File: config.mk
export PLATFORM = sky130hd
export DESIGN_NAME = ber_ctrl
export DESIGN_NICKNAME = d
export VERILOG_FILES = /design/src/rtl/ber_pkg.sv /design/src/rtl/ber_popcount8.sv /design/src/rtl/ber_ctrl.sv
export SDC_FILE = /design/constraint.sdc
export NUM_CORES = 1
export LEC_CHECK = 0
export ABC_AREA = 0
export CORE_MARGIN = 3
export CORE_UTILIZATION = 43
export CTS_CLUSTER_SIZE = 25
export DETAILED_ROUTE_END_ITERATION = 10
export PLACE_DENSITY = 0.67
export SLEW_MARGIN = 20
export SYNTH_ARGS = -nofsm -noshare
export SYNTH_HDL_FRONTEND = slang
export SYNTH_SLANG_ARGS = --single-unit
export TNS_END_PERCENT = 10
File: constraint.sdc
create_clock -name clk -period 8.2 [get_ports clk]
set_clock_uncertainty 0.1 [all_clocks]
set_input_delay 1.23 -clock clk [delete_from_list [all_inputs] [get_ports clk]]
set_output_delay 1.23 -clock clk [all_outputs]
set_load 0.1 [all_outputs]
File: src/rtl/ber_pkg.sv
// Shared types and constants for the BER measurement controller.
package ber_pkg;

    localparam int unsigned CNT_W_DEF  = 32;
    localparam int unsigned BAD_THRESH = 4;

    typedef enum logic [1:0] {
        IDLE = 2'd0,
        SYNC = 2'd1,
        RUN  = 2'd2,
        DONE = 2'd3
    } state_t;

endpackage

File: src/rtl/ber_popcount8.sv
// Counts the set bits of an 8-bit compare difference (0..8).
module ber_popcount8 (
    input  logic [7:0] diff,
    output logic [3:0] count
);

    always_comb begin
        count = 4'd0;
        for (int i = 0; i < 8; i++) begin
            count = count + 4'(diff[i]);
        end
    end

endmodule

File: src/rtl/ber_ctrl.sv
// BER measurement sequencer: lock the reference generator, count a window of bytes, hold result.
// Optional BER_RESYNC_EN: a run of bad bytes in RUN drops lock and returns to SYNC.
module ber_ctrl
    import ber_pkg::*;
#(
    parameter int unsigned CNT_W    = CNT_W_DEF,
    parameter int unsigned SYNC_LEN = 4,
    parameter int unsigned LOSS_LEN = 8
) (
    input  logic             clk,
    input  logic             rst_n,
    input  logic             start,
    input  logic             abort,
    input  logic [CNT_W-1:0] window,
    input  logic             rx_valid,
    input  logic [7:0]       rx_byte,
    input  logic [7:0]       ref_byte,
    output logic             ref_adv,
    output logic             ref_load,
    output logic             busy,
    output logic             lock,
    output logic             done,
    output logic [CNT_W-1:0] bit_count,
    output logic [CNT_W-1:0] err_count,
    output logic             err_sat
);

    // Sync and loss counters share one width, sized for the longer run length.
    localparam int unsigned CTR_W =
        $clog2(((SYNC_LEN > LOSS_LEN) ? SYNC_LEN : LOSS_LEN) + 1);
    localparam logic [CTR_W-1:0] SYNC_LAST = CTR_W'(SYNC_LEN);

    state_t           state;
    logic [CNT_W-1:0] window_q;
    logic [CNT_W-1:0] byte_cnt;
    logic [CNT_W-1:0] byte_next;
    logic [CTR_W-1:0] sync_cnt;
    logic [CTR_W-1:0] sync_next;
    logic [3:0]       diff_pop;
    logic [CNT_W:0]   err_sum;
    logic             match;
    logic             start_ok;
    logic             byte_ok;

    ber_popcount8 u_pop (
        .diff  (rx_byte ^ ref_byte),
        .count (diff_pop)
    );

    // abort outranks start, and both outrank a received byte.
    assign match     = (rx_byte == ref_byte);
    assign byte_ok   = rx_valid && !abort;
    assign start_ok  = start && !abort && (window != '0) && ((state == IDLE) || (state == DONE));
    assign ref_adv   = byte_ok && ((state == RUN) || ((state == SYNC) && match));
    assign ref_load  = start_ok || (byte_ok && (state == SYNC) && !match);
    assign err_sum   = {1'b0, err_count} + (CNT_W + 1)'(diff_pop);
    assign byte_next = byte_cnt + CNT_W'(1);
    assign sync_next = sync_cnt + CTR_W'(1);

    assign busy = (state == SYNC) || (state == RUN);
    assign lock = (state == RUN);
    assign done = (state == DONE);

`ifdef BER_RESYNC_EN
    localparam logic [CTR_W-1:0] LOSS_LAST = CTR_W'(LOSS_LEN);
    logic [CTR_W-1:0] loss_cnt;
    logic             bad;
    assign bad = (diff_pop >= 4'(BAD_THRESH));
`endif

    always_ff @(posedge clk) begin
        if (!rst_n) begin
            state     <= IDLE;
            window_q  <= '0;
            byte_cnt  <= '0;
            sync_cnt  <= '0;
            bit_count <= '0;
            err_count <= '0;
            err_sat   <= 1'b0;
`ifdef BER_RESYNC_EN
            loss_cnt  <= '0;
`endif
        end else if (abort && (state != IDLE)) begin
            state <= IDLE;
        end else if (start_ok) begin
            state     <= SYNC;
            window_q  <= window;
            byte_cnt  <= '0;
            sync_cnt  <= '0;
            bit_count <= '0;
            err_count <= '0;
            err_sat   <= 1'b0;
`ifdef BER_RESYNC_EN
            loss_cnt  <= '0;
`endif
        end else if (byte_ok) begin
            case (state)
                SYNC: begin
                    if (match) begin
                        sync_cnt <= sync_next;
                        if (sync_next == SYNC_LAST) begin
                            state <= RUN;
                        end
                    end else begin
                        sync_cnt <= '0;
                    end
`ifdef BER_RESYNC_EN
                    loss_cnt <= '0;
`endif
                end
                RUN: begin
                    bit_count <= bit_count + CNT_W'(8);
                    if (err_sum[CNT_W]) begin
                        err_count <= '1;
                        err_sat   <= 1'b1;
                    end else begin
                        err_count <= err_sum[CNT_W-1:0];
                    end
                    byte_cnt <= byte_next;
`ifdef BER_RESYNC_EN
                    if (byte_next == window_q) begin
                        state <= DONE;
                    end else if (bad && ((loss_cnt + CTR_W'(1)) == LOSS_LAST)) begin
                        state    <= SYNC;
                        sync_cnt <= '0;
                        loss_cnt <= '0;
                    end else if (bad) begin
                        loss_cnt <= loss_cnt + CTR_W'(1);
                    end else begin
                        loss_cnt <= '0;
                    end
`else
                    if (byte_next == window_q) begin
                        state <= DONE;
                    end
`endif
                end
                default: ;
            endcase
        end
    end

endmodule

# [Word level (Yosys, flattened, before mapping)]
# Cells that the tools add are included.
[classes] addsub=11 mul=0 div_mod_pow=0 order_cmp=0 n_eq_ne=12 shifts=0 mux=24 bitwise_logic=3 n_reduce_logical=32
[op_table] operator="$mux 32" n=10
[op_table] operator="$add 32x4->33" n=1
[op_table] operator="$add 32x1->32 const B" n=1
[op_table] operator="$add 32x4->32 const B" n=1
[op_table] operator="$eq 32x32->1" n=1
[op_table] operator="$reduce_bool 32->1" n=1
[op_table] operator="$add 4x1->4" n=6
[op_table] operator="$mux 4" n=4
[op_table] operator="$reduce_bool 2->1" n=6
[op_table] operator="$reduce_and 5->1" n=2
[op_table] operator="$logic_and 1x1->1" n=9
[op_table] operator="$eq 8x8->1" n=1
[op_table] operator="$xor 8x8->8" n=1
[op_table] operator="$mux 1" n=6
[op_table] operator="$mux 2" n=3
[op_table] operator="$reduce_and 3->1" n=2
[op_table] operator="$add 4x1->4 const B" n=1
[op_table] operator="$eq 2x2->1 const B" n=2
[op_table] operator="$eq 4x3->1 const B" n=1
[op_table] operator="$logic_or 1x1->1" n=4
[op_table] operator="$ne 2x1->1 const B" n=2
[op_table] operator="$pmux 2 s2" n=1
[op_table] operator="$reduce_and 4->1" n=1
[op_table] operator="$ne 3x1->1 const B" n=1
[op_table] operator="12 further kinds" n=14
[totals] ff_bits=135 latch_bits=0 mem_bits_rw=0 rom_bits=0 inputBits=53 output_inout_bits=70 mem_count=0

# [Logic depth before layout (Yosys ltp)]
# Gate-level depths: netlist of run 1.
[logic_depth] ltp_word=13 ltp_mapped=21 depth_no_buf=20

# [Modules after synthesis]
# A second synthesis of run 1 with hierarchy kept.
[hier_totals] hier_cells=976 area_unflattened_um2=7423.4
[by_module_without_submodules] mod="ber_ctrl" instances=1 cells_each=952 area_per_inst_um2=7233.2 seq_area_each_um2=2642.5
[by_module_without_submodules] mod="ber_popcount8" instances=1 cells_each=24 area_per_inst_um2=190.2 seq_area_each_um2=0.0

# [Worst setup path before layout of run 1]
# Ideal clock, no wire load.
[synth_path] path_type="input -> register" startpoint="in ref_byte[1]" endpoint="reg err_count[20]" setup_time_ns=0.091 arrival_ns=5.885 path_slack_ns=2.124 path_stages=19 path_buffers=1 cell_sequence="xor2_1 inv_1 ha_1 fa_1 inv_1 fa_1 fa_1 fa_1 fa_1 nor2b_1 o21ai_0 nor2b_1 clkbuf_1 nor3_1 and3_1 nand3_1 a21oi_1 nor2_1 a311oi_1"
[synth_between] elab_chain_len=13
[synth_rtl] element="start: declaration" line_no="ber_ctrl.sv:17" text="input logic [7:0] ref_byte,"
[synth_rtl] element="$xor 8x8->8" line_no="ber_ctrl.sv:46" text=".diff (rx_byte ^ ref_byte),"
[synth_rtl] element="$add 1x1->2" line_no="ber_popcount8.sv:10" text="count = count + 4'(diff[i]);"
[synth_rtl] element="$add 4x1->4 (6 in a row)" line_no="ber_popcount8.sv:10"
[synth_rtl] element="$add 32x4->33" line_no="ber_ctrl.sv:56" text="assign err_sum = {1'b0, err_count} + (CNT_W + 1)'(diff_pop);"
[synth_rtl] element="$mux 32" line_no="ber_ctrl.sv:113" text="if (err_sum[CNT_W]) begin"
[synth_rtl] element="$mux 32" line_no="ber_ctrl.sv:97" text="case (state)"
[synth_rtl] element="$mux 32" line_no="ber_ctrl.sv:96" text="end else if (byte_ok) begin"
[synth_rtl] element="$mux 32" line_no="ber_ctrl.sv:85" text="end else if (start_ok) begin"
[synth_rtl] element="end signal: assignment" line_no="ber_ctrl.sv:117" text="err_count <= err_sum[CNT_W-1:0];"
[synth_rtl] element="end: declaration" line_no="ber_ctrl.sv:24" text="output logic [CNT_W-1:0] err_count,"
# No other way between the ends. The select of a mux whose other input is x is not followed.
# A chain may end at the register's enable or synchronous reset.

# [Final worst setup path of run 1]
[layout_path] startpoint="in rx_byte[1]" endpoint="reg err_count[25]"
[layout_between] elab_chain_len=13
[layout_rtl] element="start: declaration" line_no="ber_ctrl.sv:16" text="input logic [7:0] rx_byte,"
[layout_rtl] element="$xor 8x8->8" line_no="ber_ctrl.sv:46"
[layout_rtl] element="$add 1x1->2" line_no="ber_popcount8.sv:10"
[layout_rtl] element="$add 4x1->4 (6 in a row)" line_no="ber_popcount8.sv:10"
[layout_rtl] element="$add 32x4->33" line_no="ber_ctrl.sv:56"
[layout_rtl] element="$mux 32" line_no="ber_ctrl.sv:113"
[layout_rtl] element="$mux 32" line_no="ber_ctrl.sv:97"
[layout_rtl] element="$mux 32" line_no="ber_ctrl.sv:96"
[layout_rtl] element="$mux 32" line_no="ber_ctrl.sv:85"
# No other way between the ends. The select of a mux whose other input is x is not followed.

==> results.md, run 1 <==
- The number of remaining DRC errors is 0.
- After synthesis, the most frequently instantiated cells are sky130_fd_sc_hd__dfxtp_1, sky130_fd_sc_hd__nor2_1, sky130_fd_sc_hd__nand2_1, sky130_fd_sc_hd__xor2_1, sky130_fd_sc_hd__xnor2_1.
- The cell leakage power is 3.35 nW.
- In this run, the number of DRC markers left after iteration 0 of detailed routing was 434.
- The max-capacitance violation count is 0.
- The worst setup path is launched from an input port.
- The first-pass GRT wire length is 29300 um.
- The largest net degree at the start of global routing is 99.
- The proportion of synthesized chip area in sequential cells is 0.360.
- The clock net sink count is 132.
- Setup repair after global routing left no endpoint under its margin.
- For this block, the routed nets add up to 18100 um of wire.
- Of the post-synthesis cell area, the part taken by muxes is 0.0477.
- Across every metal layer, demand over resource in global routing totals 0.195.
- The worst path meets setup with 1.71 ns of slack.
- The post-synthesis simple-gate area fraction is 0.286.
- The distinct cell type count after synthesis is 61.
- For this configuration, the core starts out at a cell density of 0.441.
- In the final layout, the share of cells above drive strength 1 is 0.0555.
- The critical-path maximum fanout is 7.
- The adder-cell share of the synthesized area is 0.0409.
- Headroom to the max-slew limit came out at 0.276.
- The clock latency at the later pin of the worst-skew pair is 0.42 ns.
- Derived from the worst setup path, the maximum achievable clock frequency is 154 MHz.
- The detailed-placement wirelength estimate is 13200 um.
- The final setup violation count is 0.
- Across the whole layout, storage elements account for 0.00264 mm2.
- The multi-input combinational cells in the finished layout cover a total of 0.00444 mm2.
- The routability congestion estimate is 0.871.
- In the post-synthesis netlist, the biggest area contributors are sky130_fd_sc_hd__dfxtp_1, sky130_fd_sc_hd__xor2_1, sky130_fd_sc_hd__xnor2_1.
- The initial antenna violation count is 0.
- The worst-case hold slack is 0.377 ns.
- The die width is 137 um.
- In this run the post-CTS setup repair buffer count came out at 0.
- The H-tree was split into 4 levels.
- The smallest clock period supported by the final layout is computed as 6.49 ns.
- The data arrival time of the worst path is 6.65 ns.
- Counting every instance in the synthesized netlist gives 875.
- After clock tree synthesis, the clock-pin slew on the worst setup and hold paths is 0.06 ns.
- The number of buffers inserted during clock tree synthesis is 17.
- The kind of end point of the critical path is a flip-flop.
- Of the total synthesized cell area, the portion taken by XOR and XNOR cells is 0.132.
- The total area inside the core boundary comes to 0.0166 mm2.
- The total global routing overflow is 0.
- The type of the most critical hold path is flip-flop to flip-flop.
- From synthesis to final layout, the design area changed by 26.5%.
- Once detail routing completed, the nets flagged for antenna violations numbered 0.
- The total of fill cells in the finished design is 1567.
- The total die area is 0.0187 mm2.
- At the end of the flow the core is filled with cells to 0.558.
- The mean number of vias per cell is 5.33.
- The cell area after synthesis is 0.00735 mm2.
- The setup path with the least slack is of type input port to flip-flop.
- The die is 137 um tall.
- Before antenna repair, the detailed router went through 6 iterations.
- TritonCTS built the clock tree.
- In this run, synthesis inferred 0 flip-flops with an integrated enable.
- The total inserted antenna cells is 0.
- The final number of max-transition violations came to 0.
- The total number of placement rows is 47.
- The synthesized-area fraction occupied by ao, oa, aoi and oai cells is 0.0942.
- The count of final hold-check violations was 0.
- By area, the combinational part of the netlist is dominated by simple AND/OR/NAND/NOR gates.
- The final net count is 1052.
- The pre-CTS worst setup slack is 1.28 ns.
- The areal power density over the cells is 190 mW/mm2.
- The post-cts repair resize count is 0.
- STA puts the critical path data required time at 8.36 ns.
- The share of synthesized area in the top cell type comes to 0.360.
- The top cell type by total area after synthesis is sky130_fd_sc_hd__dfxtp_1.
- The total number of vias is 6449.
- Among all cell types in the netlist, the one instantiated most often is sky130_fd_sc_hd__dfxtp_1.
- In the final routed layout, each cell accounts on average for 15.0 um.
- During synthesis, Yosys emitted a total of 0 warnings.
- The number of global-route vias before repair is 5955.
- The number of hold buffers added after cts is 0.
- The mean post-synth cell area is 8.40 um2.
- At the pin with the least slew margin, the transition time is 1.09 ns.
- The final critical-path share of the clock period is 0.792.
- In the synthesized netlist the dominant register cell turns out to be sky130_fd_sc_hd__dfxtp_1.
- The setup TNS is 0 ns.
- The number of buffers added on ports is 119.
- The run finished with clean final reports.
- The proportion of register bits with asynchronous set or reset after synthesis is 0.
- The deepest clock path buffer count is 2.
- The synthesized design contains 132 register bits.
- The clock tree root driver cell is sky130_fd_sc_hd__clkbuf_16.
- The worst-case vdd ir drop is 0.000163 V.
- 123 I/O pins were placed.
## critical path, cell delays in order
cell and delay [ns]:
sky130_fd_sc_hd__clkdlybuf4s50_1 0.47, sky130_fd_sc_hd__xor2_1 0.21, sky130_fd_sc_hd__inv_1 0.07, sky130_fd_sc_hd__ha_1 0.29, sky130_fd_sc_hd__fa_1 0.54, sky130_fd_sc_hd__inv_1 0.05, sky130_fd_sc_hd__fa_1 0.50, sky130_fd_sc_hd__fa_1 0.47
sky130_fd_sc_hd__fa_1 0.39, sky130_fd_sc_hd__xnor2_1 0.13, sky130_fd_sc_hd__ha_1 0.31, sky130_fd_sc_hd__nor2b_1 0.14, sky130_fd_sc_hd__o21ai_0 0.18, sky130_fd_sc_hd__nor2b_1 0.50, sky130_fd_sc_hd__nor3_1 0.13, sky130_fd_sc_hd__nand2b_1 0.12
sky130_fd_sc_hd__nand2_1 0.16, sky130_fd_sc_hd__nor3_1 0.38, sky130_fd_sc_hd__nor2b_1 0.27, sky130_fd_sc_hd__a311oi_1 0.11
## cells by family after synthesis
logic type,after synthesis
mux,35
flops,132
other cells,1
simple gates,401
xor+xnor,111
buf+inv,67
fa+ha+maj,21
compound gates,107
## sequential cells by signal, indices dropped and copies added (netlist names)
register / cells
byte_cnt: 32
sync_cnt: 4
err_count: 32
window_q: 32
bit_count: 29
err_sat: 1
state: 2
## layer usage
layer	GRT usage	share of wire	vias to the layer above
li1	-	-	3274
met1	0.256	0.46	3004
met2	0.323	0.47	153
met3	0.0482	0.054	18
met4	0.0459	0.011	0
met5	0	0	-
## final cells by class
type | instances | area share
multi-input combinational | 678 | 0.478
sequential | 132 | 0.284
timing repair buffer | 126 | 0.134
clock buffer | 21 | 0.0485
tap | 220 | 0.0296
clock inverter | 11 | 0.0164
inverter | 23 | 0.00929
## cell usage in the layout, fill, tap and decap left out, drive strengths merged, types with 20 or more instances in the layout
master	n
and3	20
inv	24
nand4	25
nor2b	37
xor2	59
nand3	41
nor3	32
o21ai	20
nand2	59
dfxtp	132
nor4	23
clkbuf	21
nor2	118
xnor2	52
clkdlybuf4s50	119
mux2i	35
a21oi	37
## where the power goes
group / total, mW / switching [mW] / internal [mW] / leakage [nW]
Clock: 0.775 / 0.288 / 0.487 / 0.284
Combinational: 0.310 / 0.184 / 0.126 / 2.00
Sequential: 0.678 / 0.0176 / 0.661 / 1.07
## final timing paths
path	startpoint	endpoint	slack, ns	cells past startpoint
max	rx_byte[1]	err_count[25]$_SDFFE_PN0P_	1.71	20
min	err_sat$_SDFFE_PN0P_	err_sat$_SDFFE_PN0P_	0.38	2
min reg2reg	err_sat$_SDFFE_PN0P_	err_sat$_SDFFE_PN0P_	0.38	2
max reg2reg	byte_cnt[0]$_SDFFE_PN0P_	state[0]$_SDFFE_PP0P_	4.71	10
## per-stage QoR
stage / cell area (um2) / power [mW] / cells
after floorplan: 7350 / 0.921 / 877
after global placement: 8680 / 1.00 / 1179
after detailed placement: 8680 / 1.00 / 1179
after CTS: 9290 / 1.78 / 1211
after global routing: 9290 / 1.84 / 1211
final: 9290 / 1.76 / 1211
Power figures use the tool's default switching activity.
==> inputs of run 2 (changes only) <==
Clock period 8.2 ns to 6.75 ns, I/O delays scaled along.
==> run 2 against run 1 <==
Against the previous run:
- worst setup slack got worse by 0.82 ns
- combinational power rose by 22%
- die area did not move
- first-iteration DRC count fell by 8.5%
- final cell count rose by 0.41%
- design area rose by 0.38%
- utilization rose by 0.21 points
- flip-flop and latch count did not move
- global-route usage rose by 0.10 points
- critical endpoint is now err_count[12]$_SDFFE_PN0P_
==> results.md, run 2 (synthesis results as in run 1) <==
- The core utilization of the finished layout was 0.560 (+0.00211).
- The tree is rooted in a sky130_fd_sc_hd__clkbuf_16.
- The data arrival time of the worst path was 6.04 ns (-0.61 ns).
- The required time at the endpoint of the critical path is 6.93 ns (-1.43 ns).
- The tightest slew margin relative to the limit is 0.294 (+0.0170).
- The clock net sink count is 132 (unchanged).
- The critical path launch point type is an input port.
- Traced cell by cell, the critical path runs through clkdlybuf4s50_1, xor2_1, inv_1, ha_1, fa_1, inv_1, fa_1, fa_1, fa_1, xnor2_1, ha_1, nor2b_1, o21ai_0, nor2b_1, nor4_2, nor2_1, nand2_1, a22oi_1, nor2_1.
- The layout-stage area growth over the synthesis result is 26.9%.
- The starting density of the core came to 0.441 (unchanged).
- The post-detailed-route count of antenna-violating nets was 0 (unchanged).
- Setup repair after global routing left no endpoint under its margin.
- The clock input transition at the sequential cells of the worst setup and hold paths is 0.06 ns (about the same).
- The mean number of vias per cell is 5.33 (about the same).
- The layer with the highest usage after global routing is met2.
- The met2 capacity usage during global routing came to 0.321 (-0.00164).
- The number of placed I/O pins was 123 (unchanged).
- The TritonCTS clock tree is yes.
- The number of buffers inserted during clock tree synthesis was 17 (unchanged).
- The flow ran to the end, and the final reports show no timing, DRC or antenna violations.
- The cell leakage power was 3.38 nW (+0.83%).
- The average detailed-routed wire length per instance was 14.9 um (-0.22%).
- The met3 track utilization from global routing is 0.0456 (-0.00257).
- The first-pass GRT wire length was 29100 um (-0.66%).
- The final net count was 1057 (+0.48%).
- The min-delay analysis places its worst path in the category flip-flop to flip-flop.
- The clock latency at the later pin of the worst-skew pair came to 0.42 ns (about the same).
- The number of buffers added on ports is 119 (unchanged).
- Derived from the worst setup path, the maximum achievable clock frequency is 171 MHz.
- The final non-filler cell total is 1216 (+0.41%).
- The number of hold buffers added after cts is 0 (unchanged).
- The top cell types in the final layout, fill and taps aside, are sky130_fd_sc_hd__dfxtp_1, sky130_fd_sc_hd__clkdlybuf4s50_1, sky130_fd_sc_hd__nor2_1, sky130_fd_sc_hd__xor2_1, sky130_fd_sc_hd__nand2_1.
- The slew at the pin closest to its max-slew limit came to 1.06 ns (-0.0289 ns).
- The deepest clock path buffer count is 2 (unchanged).
- The total global routing overflow is 0 (unchanged).
- The vertical die dimension is 137 um (unchanged).
- The worst path in the final design needs a cycle of 5.86 ns, including I/O delays and setup.
- The kind of end point of the critical path is a flip-flop.
- The areal power density over the cells is 230 mW/mm2 (+21%).
- The CTS H-tree depth is 4 (unchanged).
- The die width is 137 um (unchanged).
- Of the available clock period, the critical path in the final layout requires 0.868.
- The first-pass detailed-route iteration total came to 7 (+1).
- The all-layer global routing usage came to 0.196 (+0.00103).
- The final setup violation count was 0 (unchanged).
- The total inserted antenna cells is 0 (unchanged).
- Leaving out fill and tap cells, the most frequent cell in the layout is sky130_fd_sc_hd__dfxtp_1.
- The critical-path maximum fanout was 9 (+2).
- The count of final hold-check violations is 0 (unchanged).
- The total of fill cells in the finished design is 1544 (-1.5%).
- The final number of max-transition violations is 0 (unchanged).
- The total wirelength of the detailed-routed design is 18200 um (+0.19%).
- The area of the core is 0.0166 mm2 (unchanged).
- The initial antenna violation count was 0 (unchanged).
- The layout cell share with drive strength beyond 1 was 0.0612 (+0.00575).
- The number of buffers added for setup after CTS was 0 (unchanged).
- The total die area was 0.0187 mm2 (unchanged).
- The largest net degree at the start of global routing is 52 (-47%).
- The number of remaining DRC errors is 0 (unchanged).
- The global-route met1 utilization came to 0.260 (+0.00343).
- The max-capacitance violation count came to 0 (unchanged).
- The cell that appears most often on the critical path is sky130_fd_sc_hd__fa_1.
- The detailed-placement wirelength estimate is 13300 um (+0.71%).
- The setup TNS is 0 ns (unchanged).
- The slowest stage of the critical path is the sky130_fd_sc_hd__fa_1 cell.
- The total number of placement rows was 47 (unchanged).
- The largest registers in the layout are byte_cnt (32), err_count (32), window_q (32).
- The placed instance count is 1184 (+0.42%).
- The DRC marker count from the first detailed-route iteration is 397 (-8.5%).
- The total number of vias was 6481 (+0.50%).
- The number of global-route vias before repair came to 5786 (-2.8%).
- The routability congestion estimate is 0.870 (-0.16%).
- The worst-case vdd ir drop was 0.000217 V (+33%).
- The delay of the slowest critical-path stage was 0.53 ns (about the same).
- The critical path class is input port to flip-flop.
- The worst-case hold slack came to 0.382 ns (+0.00514 ns).
- The post-cts repair resize count came to 0 (unchanged).
-- run 2: worst max-delay path: cells and delay by family --
| family | cells | cell delay [ns] |
|---|---|---|
| AOI/OAI and AO/OA | 2 | 0.39 |
| xor gates and xnor gates | 2 | 0.34 |
| adders and majority gates | 6 | 2.49 |
| buffers and inverters | 3 | 0.59 |
| and+or+nand+nor | 6 | 1.23 |
-- run 2: routing by layer --
layer  part of all wire  vias to the layer above
li1                   -                     3287
met1               0.47                     3016
met2               0.47                      160
met3              0.052                       18
met4              0.011                        0
met5                  0                        -
-- run 2: final cells by class --
cell class | count | area, um2 | area share
Tap cell | 220 | 275 | 0.0295
Sequential cell | 132 | 2640 | 0.283
Inverter | 23 | 86.3 | 0.00926
Timing Repair Buffer | 131 | 1280 | 0.137
Clock inverter | 12 | 154 | 0.0165
Multi-Input combinational cell | 678 | 4440 | 0.476
Clock buffer | 20 | 447 | 0.0479
-- run 2: through the flow --
step | area [um2] | setup WS [ns] | power (mW)
after global routing | 9330 | 0.548 | 2.24
after detailed placement | 8720 | 0.446 | 1.22
final | 9330 | 0.893 | 2.14
after floorplan | 7350 | 0.891 | 1.12
after CTS | 9320 | 0.869 | 2.16
after global placement | 8720 | 0.549 | 1.22
-- run 2: final timing paths --
| kind | from | to | slack (ns) | cells past startpoint |
|---|---|---|---|---|
| worst max register to register | byte_cnt[0]$_SDFFE_PN0P_ | state[0]$_SDFFE_PP0P_ | 3.21 | 10 |
| worst max-delay path | rx_byte[1] | err_count[12]$_SDFFE_PN0P_ | 0.89 | 19 |
| worst min-delay path | bit_count[27]$_SDFFE_PN0P_ | bit_count[27]$_SDFFE_PN0P_ | 0.38 | 2 |
| worst min register to register | bit_count[27]$_SDFFE_PN0P_ | bit_count[27]$_SDFFE_PN0P_ | 0.38 | 2 |
-- run 2: report_power, final --
part	switching (mW)	internal [mW]	total [mW]
clock	0.348	0.591	0.938
combinational	0.224	0.154	0.378
sequential	0.0218	0.803	0.824
total	0.593	1.55	2.14
==> inputs of run 3 (changes only) <==
Settings changed: GPL_TIMING_DRIVEN set to 0, PLACE_DENSITY 0.67 to 0.69.
Clock period 6.75 ns to 5.2 ns, I/O delays scaled along.
==> run 3 against run 2 <==
Against the previous run:
- design area up 4.6%
- first-iteration DRC count up 41%
- routed wire length up 8.3%
- sequential power up 30%
- flip-flop and latch count unchanged
- critical path type unchanged
- critical endpoint is now err_count[25]$_SDFFE_PN0P_
- largest power group unchanged
- highest routed layer unchanged
==> results.md, run 3 (synthesis results as in run 1) <==
- The flow ran to the end, and the final reports show no timing, DRC or antenna violations.
- The final setup violation count was 0 (unchanged).
- The final setup slack of the worst path is 0.145 ns (-0.748 ns).
- The number of buffers added on ports was 119 (unchanged).
- The deepest clock path buffer count is 2 (unchanged).
- The final net count came to 1110 (+5.0%).
- The DRC marker count from the first detailed-route iteration came to 559 (+41%).
- The total number of vias is 6877 (+6.1%).
- The number of placed I/O pins was 123 (unchanged).
- The library cells used most frequently in the layout, excluding fill and tap cells, are sky130_fd_sc_hd__dfxtp_1, sky130_fd_sc_hd__nor2_1, sky130_fd_sc_hd__clkdlybuf4s50_1, sky130_fd_sc_hd__xor2_1, sky130_fd_sc_hd__nand2_1.
- The placement-stage cell area is 0.00888 mm2 (+1.8%).
- The areal power density over the cells came to 284 mW/mm2 (+24%).
- Derived from the worst setup path, the maximum achievable clock frequency is 198 MHz.
- The required time at the endpoint of the critical path is 5.39 ns (-1.54 ns).
- The setup path with the least slack is of type input port to flip-flop.
- The number of global-route vias before repair came to 6458 (+12%).
- The most common cell after layout, fill and taps aside is sky130_fd_sc_hd__dfxtp_1.
- The placed instance count is 1216 (+2.7%).
- The clock latency at the later pin of the worst-skew pair is 0.43 ns (about the same).
- Among all stages on the critical path, the largest delay is contributed by sky130_fd_sc_hd__fa_1.
- The slew at the pin closest to its max-slew limit is 1.05 ns (-0.00544 ns).
- TritonCTS built the clock tree.
- The number of remaining DRC errors is 0 (unchanged).
- The tightest slew margin relative to the limit is 0.297 (+0.00364).
- The beginning of the worst hold path is bit_count[27]$_SDFFE_PN0P_.
- The clock net sink count was 132 (unchanged).
- The final number of max-transition violations was 0 (unchanged).
- The signal on the critical path passes through dlygate4sd2_1, xnor2_2, ha_4, fa_1, inv_1, fa_1, fa_2, fa_2, xnor2_2, ha_1, nor2b_2, o21ai_2, nor2b_4, buf_8, nor3_4, nand2b_4, nand2_8, nor3_4, nor2b_4, a311oi_1.
- The average detailed-routed wire length per instance is 15.5 um (+3.7%).
- The total number of placement rows was 47 (unchanged).
- The pre-CTS worst setup slack came to -0.973 ns (-1.42 ns).
- The vertical die dimension is 137 um (unchanged).
- The critical-path maximum fanout is 6 (-3).
- The clock input transition at the sequential cells of the worst setup and hold paths is 0.07 ns (about the same).
- The first-pass detailed-route iteration total is 6 (-1).
- The worst-case vdd ir drop is 0.000305 V (+41%).
- The post-route standard cell area excluding fillers is 0.00975 mm2 (+4.6%).
- In the finished design, the share of the clock period the worst path needs comes to 0.972.
- The data arrival time of the worst path is 5.25 ns (-0.79 ns).
- The total of fill cells in the finished design is 1483 (-4.0%).
- The area growth from synthesis to layout is 32.8%.
- The total die area is 0.0187 mm2 (unchanged).
- The total inserted antenna cells was 0 (unchanged).
- The smallest clock period supported by the final layout is computed as 5.06 ns.
- The worst hold path belongs to the class flip-flop to flip-flop.
- The first-pass GRT wire length is 31500 um (+8.2%).
- The total global routing overflow was 0 (unchanged).
- The cell leakage power is 3.67 nW (+8.4%).
- The root buffer cell chosen for the clock tree is sky130_fd_sc_hd__clkbuf_16.
- The delay of the slowest critical-path stage is 0.52 ns (about the same).
- The count of final hold-check violations is 0 (unchanged).
- The worst-case hold slack came to 0.400 ns (+0.0177 ns).
- The all-layer global routing usage was 0.212 (+0.0162).
- The number of hold buffers added after cts is 0 (unchanged).
- The detailed-placement wirelength estimate came to 14500 um (+9.2%).
- The critical path starts at rx_byte[0].
- The setup TNS is 0 ns (unchanged).
- The final non-filler cell total is 1269 (+4.4%).
- The area of the core is 0.0166 mm2 (unchanged).
- The largest net degree at the start of global routing was 17 (-67%).
- The CTS H-tree depth is 4 (unchanged).
- The post-detailed-route count of antenna-violating nets was 0 (unchanged).
- The critical path launch point type is an input port.
- The number of buffers inserted during clock tree synthesis is 17 (unchanged).
- The total wirelength of the detailed-routed design is 19700 um (+8.3%).
- The max-capacitance violation count is 0 (unchanged).
- The initial antenna violation count is 0 (unchanged).
- The worst setup path is captured at a flip-flop.
- The largest registers in the layout are byte_cnt (32), err_count (32), window_q (32).
- The startpoint of the lowest-slack register-to-register path is state[0]$_SDFFE_PP0P_.
- The die width came to 137 um (unchanged).
- The layout cell share with drive strength beyond 1 was 0.105 (+0.0436).
- The starting density of the core is 0.441 (unchanged).
- The mean number of vias per cell is 5.42 (+1.7%).
- The routability congestion estimate is 0.891 (+2.4%).
## run 3: cell count changes in the layout (fill, tap and decap cells not counted), sizes merged
cell	before	now
buf	12	41
clkbuf	20	42
inv	25	31
clkdlybuf4s50	119	114
dlygate4sd2	0	5
bufinv	3	1
clkinv	4	3
clkinvlp	3	2
## run 3: routing by layer
layer / up-vias / GRT usage / wire length (um) / share of wire
met5: - / 0 / 0 / 0
met4: 0 / 0.0890 / 635 / 0.032
met3: 51 / 0.0518 / 1280 / 0.065
met2: 243 / 0.348 / 9180 / 0.47
met1: 3187 / 0.266 / 8570 / 0.44
li1: 3396 / - / - / -
## run 3: layout make-up
class                      instances  area, um2  area share
timing repair buffer             140       1360       0.139
multi-input combinational        678       4600       0.472
clock inverter                    14        143      0.0146
buffer                            44        219      0.0224
tap                              220        275      0.0282
clock buffer                      18        429      0.0440
inverter                          23       86.3     0.00885
sequential                       132       2640       0.271
## run 3: final timing paths
check                           slack [ns]                    endpoint  cells past startpoint
worst max register to register        1.84  bit_count[30]$_SDFFE_PN0P_                     11
worst max-delay path                  0.14  err_count[25]$_SDFFE_PN0P_                     20
worst min register to register        0.40  bit_count[27]$_SDFFE_PN0P_                      2
worst min-delay path                  0.40  bit_count[27]$_SDFFE_PN0P_                      2
## run 3: what timing repair did
item / 4_1_cts / 5_1_grt
setup buffers: 16 / 4
pin swaps: 17 / 9
gates resized for setup: 29 / 8
setup endpoints to repair: 34 / 26
cloned: 1 / 0
## run 3: where the power goes
| group | switching [mW] | leakage [nW] | internal [mW] |
|---|---|---|---|
| clock | 0.494 | 0.277 | 0.673 |
| sequential | 0.0291 | 1.07 | 1.04 |
| combinational | 0.311 | 2.32 | 0.227 |
| total | 0.834 | 3.67 | 1.94 |
## run 3: worst max-delay path: cells and delay by family
family / cells / cell delay [ns]
buffers and inverters: 3 / 0.44
xor gates and xnor gates: 2 / 0.39
and+or+nand+nor: 7 / 1.07
adders and majority gates: 6 / 2.29
AOI/OAI and AO/OA: 2 / 0.24
## run 3: through the flow
step	total power [mW]	util
2_1_floorplan	1.45	-
3_3_place_gp	1.59	0.533
3_5_place_dp	1.60	0.533
4_1_cts	2.78	0.582
5_1_grt	2.89	0.586
6_report	2.77	0.586
